File: config.mk
export PLATFORM = sky130hd
export DESIGN_NAME = multicycle_controller
export DESIGN_NICKNAME = d
export VERILOG_FILES = /design/src/rtl/multicycle_controller.sv
export SDC_FILE = /design/constraint.sdc
export NUM_CORES = 1
export LEC_CHECK = 0
export CELL_PAD_IN_SITES_DETAIL_PLACEMENT = 0
export CELL_PAD_IN_SITES_GLOBAL_PLACEMENT = 2
export CORE_ASPECT_RATIO = 0.75
export CORE_MARGIN = 4
export CORE_UTILIZATION = 26
export DETAILED_ROUTE_END_ITERATION = 8
export PLACE_DENSITY = 0.76
export SYNTH_ARGS = -nofsm -noshare
export SYNTH_HDL_FRONTEND = slang
export SYNTH_SLANG_ARGS = --single-unit
File: constraint.sdc
create_clock -name CLK -period 2.1 [get_ports CLK]
set_clock_uncertainty 0.05 [all_clocks]
set_input_delay 0.42 -clock CLK [delete_from_list [all_inputs] [get_ports CLK]]
set_output_delay 0.42 -clock CLK [all_outputs]
set_load 0.01 [all_outputs]
File: src/rtl/multicycle_controller.sv
// rtl/multicycle_controller.sv - LEGv8 multicycle sequencer: fetch handshake, IR latch, FETCH/DECODE/EXEC/MEM/WB control
module multicycle_controller (
  input  logic        CLK,
  input  logic        Reset,
  input  logic [31:0] IMemData,
  input  logic        IMemReady,
  input  logic        DMemReady,
  input  logic        Zero,
  output logic        IMemReq,
  output logic [31:0] IR,
  output logic [1:0]  ImmSel,
  output logic [1:0]  ALUOp,
  output logic        ALUSrcImm,
  output logic        DMemReq,
  output logic        DMemWrite,
  output logic        RegWrite,
  output logic        MemToReg,
  output logic        PCWrite,
  output logic        PCSrc,
  output logic        Illegal,
  output logic [2:0]  State
);

  typedef enum logic [2:0] {
    S_FETCH  = 3'd0,
    S_DECODE = 3'd1,
    S_EXEC   = 3'd2,
    S_MEM    = 3'd3,
    S_WB     = 3'd4,
    S_TRAP   = 3'd7
  } state_t;

  state_t      r_state;
  state_t      w_next;
  logic [31:0] r_ir;

  logic w_is_b, w_is_ldur, w_is_stur, w_is_cbz, w_is_rtype, w_is_illegal;
  logic [1:0] w_immsel;

  assign w_is_b     = (r_ir[31:26] == 6'b000101);
  assign w_is_ldur  = (r_ir[31:21] == 11'b11111000010);
  assign w_is_stur  = (r_ir[31:21] == 11'b11111000000);
  assign w_is_cbz   = (r_ir[31:24] == 8'b10110100);
  assign w_is_rtype = (r_ir[31:21] == 11'b10001011000) || (r_ir[31:21] == 11'b11001011000) ||
                      (r_ir[31:21] == 11'b10001010000) || (r_ir[31:21] == 11'b10101010000);
  assign w_is_illegal = ~(w_is_b | w_is_ldur | w_is_stur | w_is_cbz | w_is_rtype);

  always_comb begin
    w_immsel = 2'b00;
    if (w_is_b)                      w_immsel = 2'b01;
    else if (w_is_ldur || w_is_stur) w_immsel = 2'b10;
    else if (w_is_cbz)               w_immsel = 2'b11;
  end

  always_ff @(posedge CLK or posedge Reset) begin
    if (Reset) begin
      r_state <= S_FETCH;
      r_ir    <= 32'd0;
    end else begin
      r_state <= w_next;
      if (r_state == S_FETCH && IMemReady) r_ir <= IMemData;
    end
  end

  logic       w_imemreq, w_srcimm, w_dmemreq, w_dmemwrite, w_regwrite;
  logic       w_memtoreg, w_pcwrite, w_pcsrc, w_illegal;
  logic [1:0] w_aluop;

  always_comb begin
    w_next      = r_state;
    w_imemreq   = 1'b0;
    w_aluop     = 2'b00;
    w_srcimm    = 1'b0;
    w_dmemreq   = 1'b0;
    w_dmemwrite = 1'b0;
    w_regwrite  = 1'b0;
    w_memtoreg  = 1'b0;
    w_pcwrite   = 1'b0;
    w_pcsrc     = 1'b0;
    w_illegal   = 1'b0;
    case (r_state)
      S_FETCH: begin
        w_imemreq = 1'b1;
        if (IMemReady) w_next = S_DECODE;
      end
      S_DECODE: w_next = w_is_illegal ? S_TRAP : S_EXEC;
      S_EXEC: begin
        if (w_is_b) begin
          w_pcwrite = 1'b1;
          w_pcsrc   = 1'b1;
          w_next    = S_FETCH;
        end else if (w_is_cbz) begin
          w_aluop   = 2'b01;
          w_pcwrite = 1'b1;
          w_pcsrc   = Zero;
          w_next    = S_FETCH;
        end else if (w_is_ldur || w_is_stur) begin
          w_srcimm = 1'b1;
          w_next   = S_MEM;
        end else begin
          w_aluop = 2'b10;
          w_next  = S_WB;
        end
      end
      S_MEM: begin
        w_srcimm    = 1'b1;
        w_dmemreq   = 1'b1;
        w_dmemwrite = w_is_stur;
        // Store retires here; the PC strobe must qualify on the same-cycle completion
        if (DMemReady) begin
          w_pcwrite = w_is_stur;
          w_next    = w_is_stur ? S_FETCH : S_WB;
        end
      end
      S_WB: begin
        w_regwrite = 1'b1;
        w_pcwrite  = 1'b1;
        w_memtoreg = w_is_ldur;
        w_aluop    = w_is_rtype ? 2'b10 : 2'b00;
        w_next     = S_FETCH;
      end
      S_TRAP: w_illegal = 1'b1;
      default: w_next = S_FETCH;
    endcase
  end

  // Reset masks every strobe combinationally so nothing fires while it is held
  assign IMemReq   = w_imemreq & ~Reset;
  assign ALUOp     = Reset ? 2'b00 : w_aluop;
  assign ALUSrcImm = w_srcimm & ~Reset;
  assign DMemReq   = w_dmemreq & ~Reset;
  assign DMemWrite = w_dmemwrite & ~Reset;
  assign RegWrite  = w_regwrite & ~Reset;
  assign MemToReg  = w_memtoreg & ~Reset;
  assign PCWrite   = w_pcwrite & ~Reset;
  assign PCSrc     = w_pcsrc & ~Reset;
  assign Illegal   = w_illegal & ~Reset;
  assign ImmSel    = (Reset || r_state == S_FETCH) ? 2'b00 : w_immsel;
  assign IR        = r_ir;
  assign State     = r_state;

endmodule

==> reports/summary.txt <==
dpl ws: -547 ps
dpl cell area: 3050 µm²
# IOs: 85
CP Capture Type: output port
unrepaired setup endpoints after global routing: true
GRT Total Usage: 0.124
Reg area: 878 µm²
Cells after Synth: 134
final std cells w/o fill: 369
period utilization: 1.09
Hold WS: 456 ps
Setup crit start: IR[23]
cts bufs inserted: 5
fraction of the yosys area taken by sequential cells: 0.469
worst-path maximum fanout: 3
worst vdd ir: 663 µV
Worst Hold Launch: IR[19]
1st-iter DRT viols: 24
Netlist Area Pre-Place: 1870 µm²
Sw Ratio: 0.330
reg-to-reg startpoint: State[1]
clock network fraction of total power: 0.102
CTS HTree Levels: 2
combinational share of power: 0.612
PnR worst setup slack: -180 ps
die width: 106 µm
Hold Crit Depth: 1
Most common cell on crit path: buf_6
die extent in y: 81.4 µm
met1 Use GR: 0.169
violated checks: negative setup slack
Die Area: 8620 µm²
antenna-violating nets left: 0
Most used DFF post-synth: dfrtp_1
max_cap viols: 0
Pleak: 1.52 nW
share of flip-flops with an asynchronous set or reset: 1.00
WP buf/inv: 4
Min Clock Period, post-route: 2280 ps
slowest CP cell: dfrtp_1
dpl hpwl: 3790 µm
clock net sink count: 35
EDFF count, synth: 0
Netlist cell types: 39
Inserted Diodes: 0
Hold Vio Cnt, Final: 0
Top Usage Layer GRT: met2
Synth Register Bits: 35
commonest non-fill, non-tap cell in the layout: clkdlybuf4s50_1
Layout area overhead: 79.5%
run status: complete, but fails checks
Worst path top cell family by delay: buffers and inverters
Worst path depth: 7
largest net degree at the start of global routing: 36
multi-input logic area: 980 µm²
most frequent cells in the layout: clkdlybuf4s50_1 (70), buf_4 (38), dfrtp_1 (33)
final instance area: 3350 µm²
P_int: 3.08 mW
Post-Syn Area per Cell: 13.9 µm²
DP Cell Count: 347
TritonCTS clock tree: yes
GP Congestion: 0.749
reg2reg path depth: 5
Fmax: 0.439 GHz
vias: 1573
Remaining DRCs: 0
drt via density: 4.26
crit-path cells: nor4b_4 > buf_4 > buf_6 > buf_6 > nand4b_1 > o22ai_1 > buf_2
critical path arrival: 1810 ps
vias in the first global route: 1681
router iterations before antenna repair: 4
WL/cell: 14.2 µm
Clock Tree Root: clkbuf_8
Overflow after GRT: 0
kind of start point of the critical path: flop
critical path class: reg -> out
Post-CTS Hold Buffers: 0
met2 usage: 0.193
met3 Usage GRT: 0.0440
Rows: 26
sequential power share: 0.286
initial antenna violation count: 0
fin. max-slew vios: 0
Slew headroom: 0.788
final wirelength: 5250 µm
Fillers: 665
clk buf depth: 2
Clock Latency Late Sink: 270 ps
CP max stage delay: 420 ps
Initial Utilization: 0.271
slew of the pin with the lowest slew margin: 317 ps
Clock transition at path regs: 70 ps
Net Switching: 1.52 mW
Syn Nets: 171
first-pass GRT wire length: 8540 µm
Pwr per Cell Area: 1370 nW/µm²
Critical Path RT: 1630 ps
Final setup viols: 9
core region area: 6900 µm²
fraction of layout cells with a size suffix above 1: 0.446
Hold Crit Class: reg -> reg
I/O Buffers: 84
yosys warns: 0
nets@finish: 307
timing repair:
action / 4_1_cts / 5_1_grt
pin swaps: 9 / 5
setup buffers: 12 / 3
endpoints found under the setup margin: 13 / 10
gates resized for setup: 63 / 17
routing by layer:
layer | vias up | share of wire
li1 | 758 | -
met3 | 6 | 0.066
met2 | 52 | 0.43
met5 | - | 0
met1 | 757 | 0.49
met4 | 0 | 0.012
worst register-to-register path, stage by stage (launching register included):
cell,delay (ps)
dfrtp_1,430
buf_4,180
nor3_4,320
and2_4,240
buf_12,190
mux2_4,330
synthesized netlist by cell type, types with 2 or more instances:
cell type / count / area, µm²
inv_1: 4 / 15.0
nor3_1: 2 / 10.0
o22ai_1: 3 / 18.8
o21ai_0: 3 / 15.0
and3b_1: 2 / 17.5
a21oi_1: 3 / 15.0
mux2_2: 2 / 22.5
nand2_1: 5 / 18.8
nor2_1: 7 / 26.3
or3_1: 2 / 12.5
nor2b_1: 3 / 18.8
nor4b_4: 2 / 47.6
mux2_4: 30 / 450
nand4b_1: 2 / 17.5
buf_12: 4 / 80.1
dfrtp_1: 35 / 876
nand2b_1: 3 / 18.8
cell families after synthesis:
logic type	after synthesis	synth area share
muxes	32	0.253
AOI/OAI and AO/OA	18	0.0663
buffers and inverters	11	0.0636
DFF	35	0.469
and+or+nand+nor	38	0.149
final timing paths:
| path | to | slack, ps |
|---|---|---|
| max | ALUOp[1] | -180 |
| min | IR[19] | 460 |
| max reg2reg | IR[21] | 250 |
| min reg2reg | IR[19] | 460 |
| max in group asynchronous | IR[29] | 1320 |
| min in group asynchronous | IR[30] | 490 |
power by group through the flow:
stage	clock network [mW]	logic [mW]	registers (mW)
after floorplan	0	1.24	1.46
final	0.471	2.81	1.31
after CTS	0.499	2.81	1.31
after global routing	0.528	3.01	1.37
after detailed placement	0	2.68	1.29
after global placement	0	2.66	1.29
stage by stage:
step	setup TNS (ps)	total power [mW]	utilization
2_1_floorplan	0	2.70	-
3_3_place_gp	-4680	3.95	0.442
3_5_place_dp	-4870	3.97	0.442
4_1_cts	-1150	4.62	0.474
5_1_grt	-2170	4.91	0.486
6_report	-1130	4.60	0.486
sequential cells by signal, indices dropped and copies added, names as in the netlist:
name / cells
IR: 32
State: 3
layout make-up:
cell class,count,area share
clock buffers,7,0.0228
clock inverters,1,0.00149
inverters,4,0.00448
multi-input cells,88,0.292
flip-flops and latches,35,0.262
well taps,98,0.0366
repair buffers,136,0.381
Note: power is estimated with default switching activity, not from simulation.
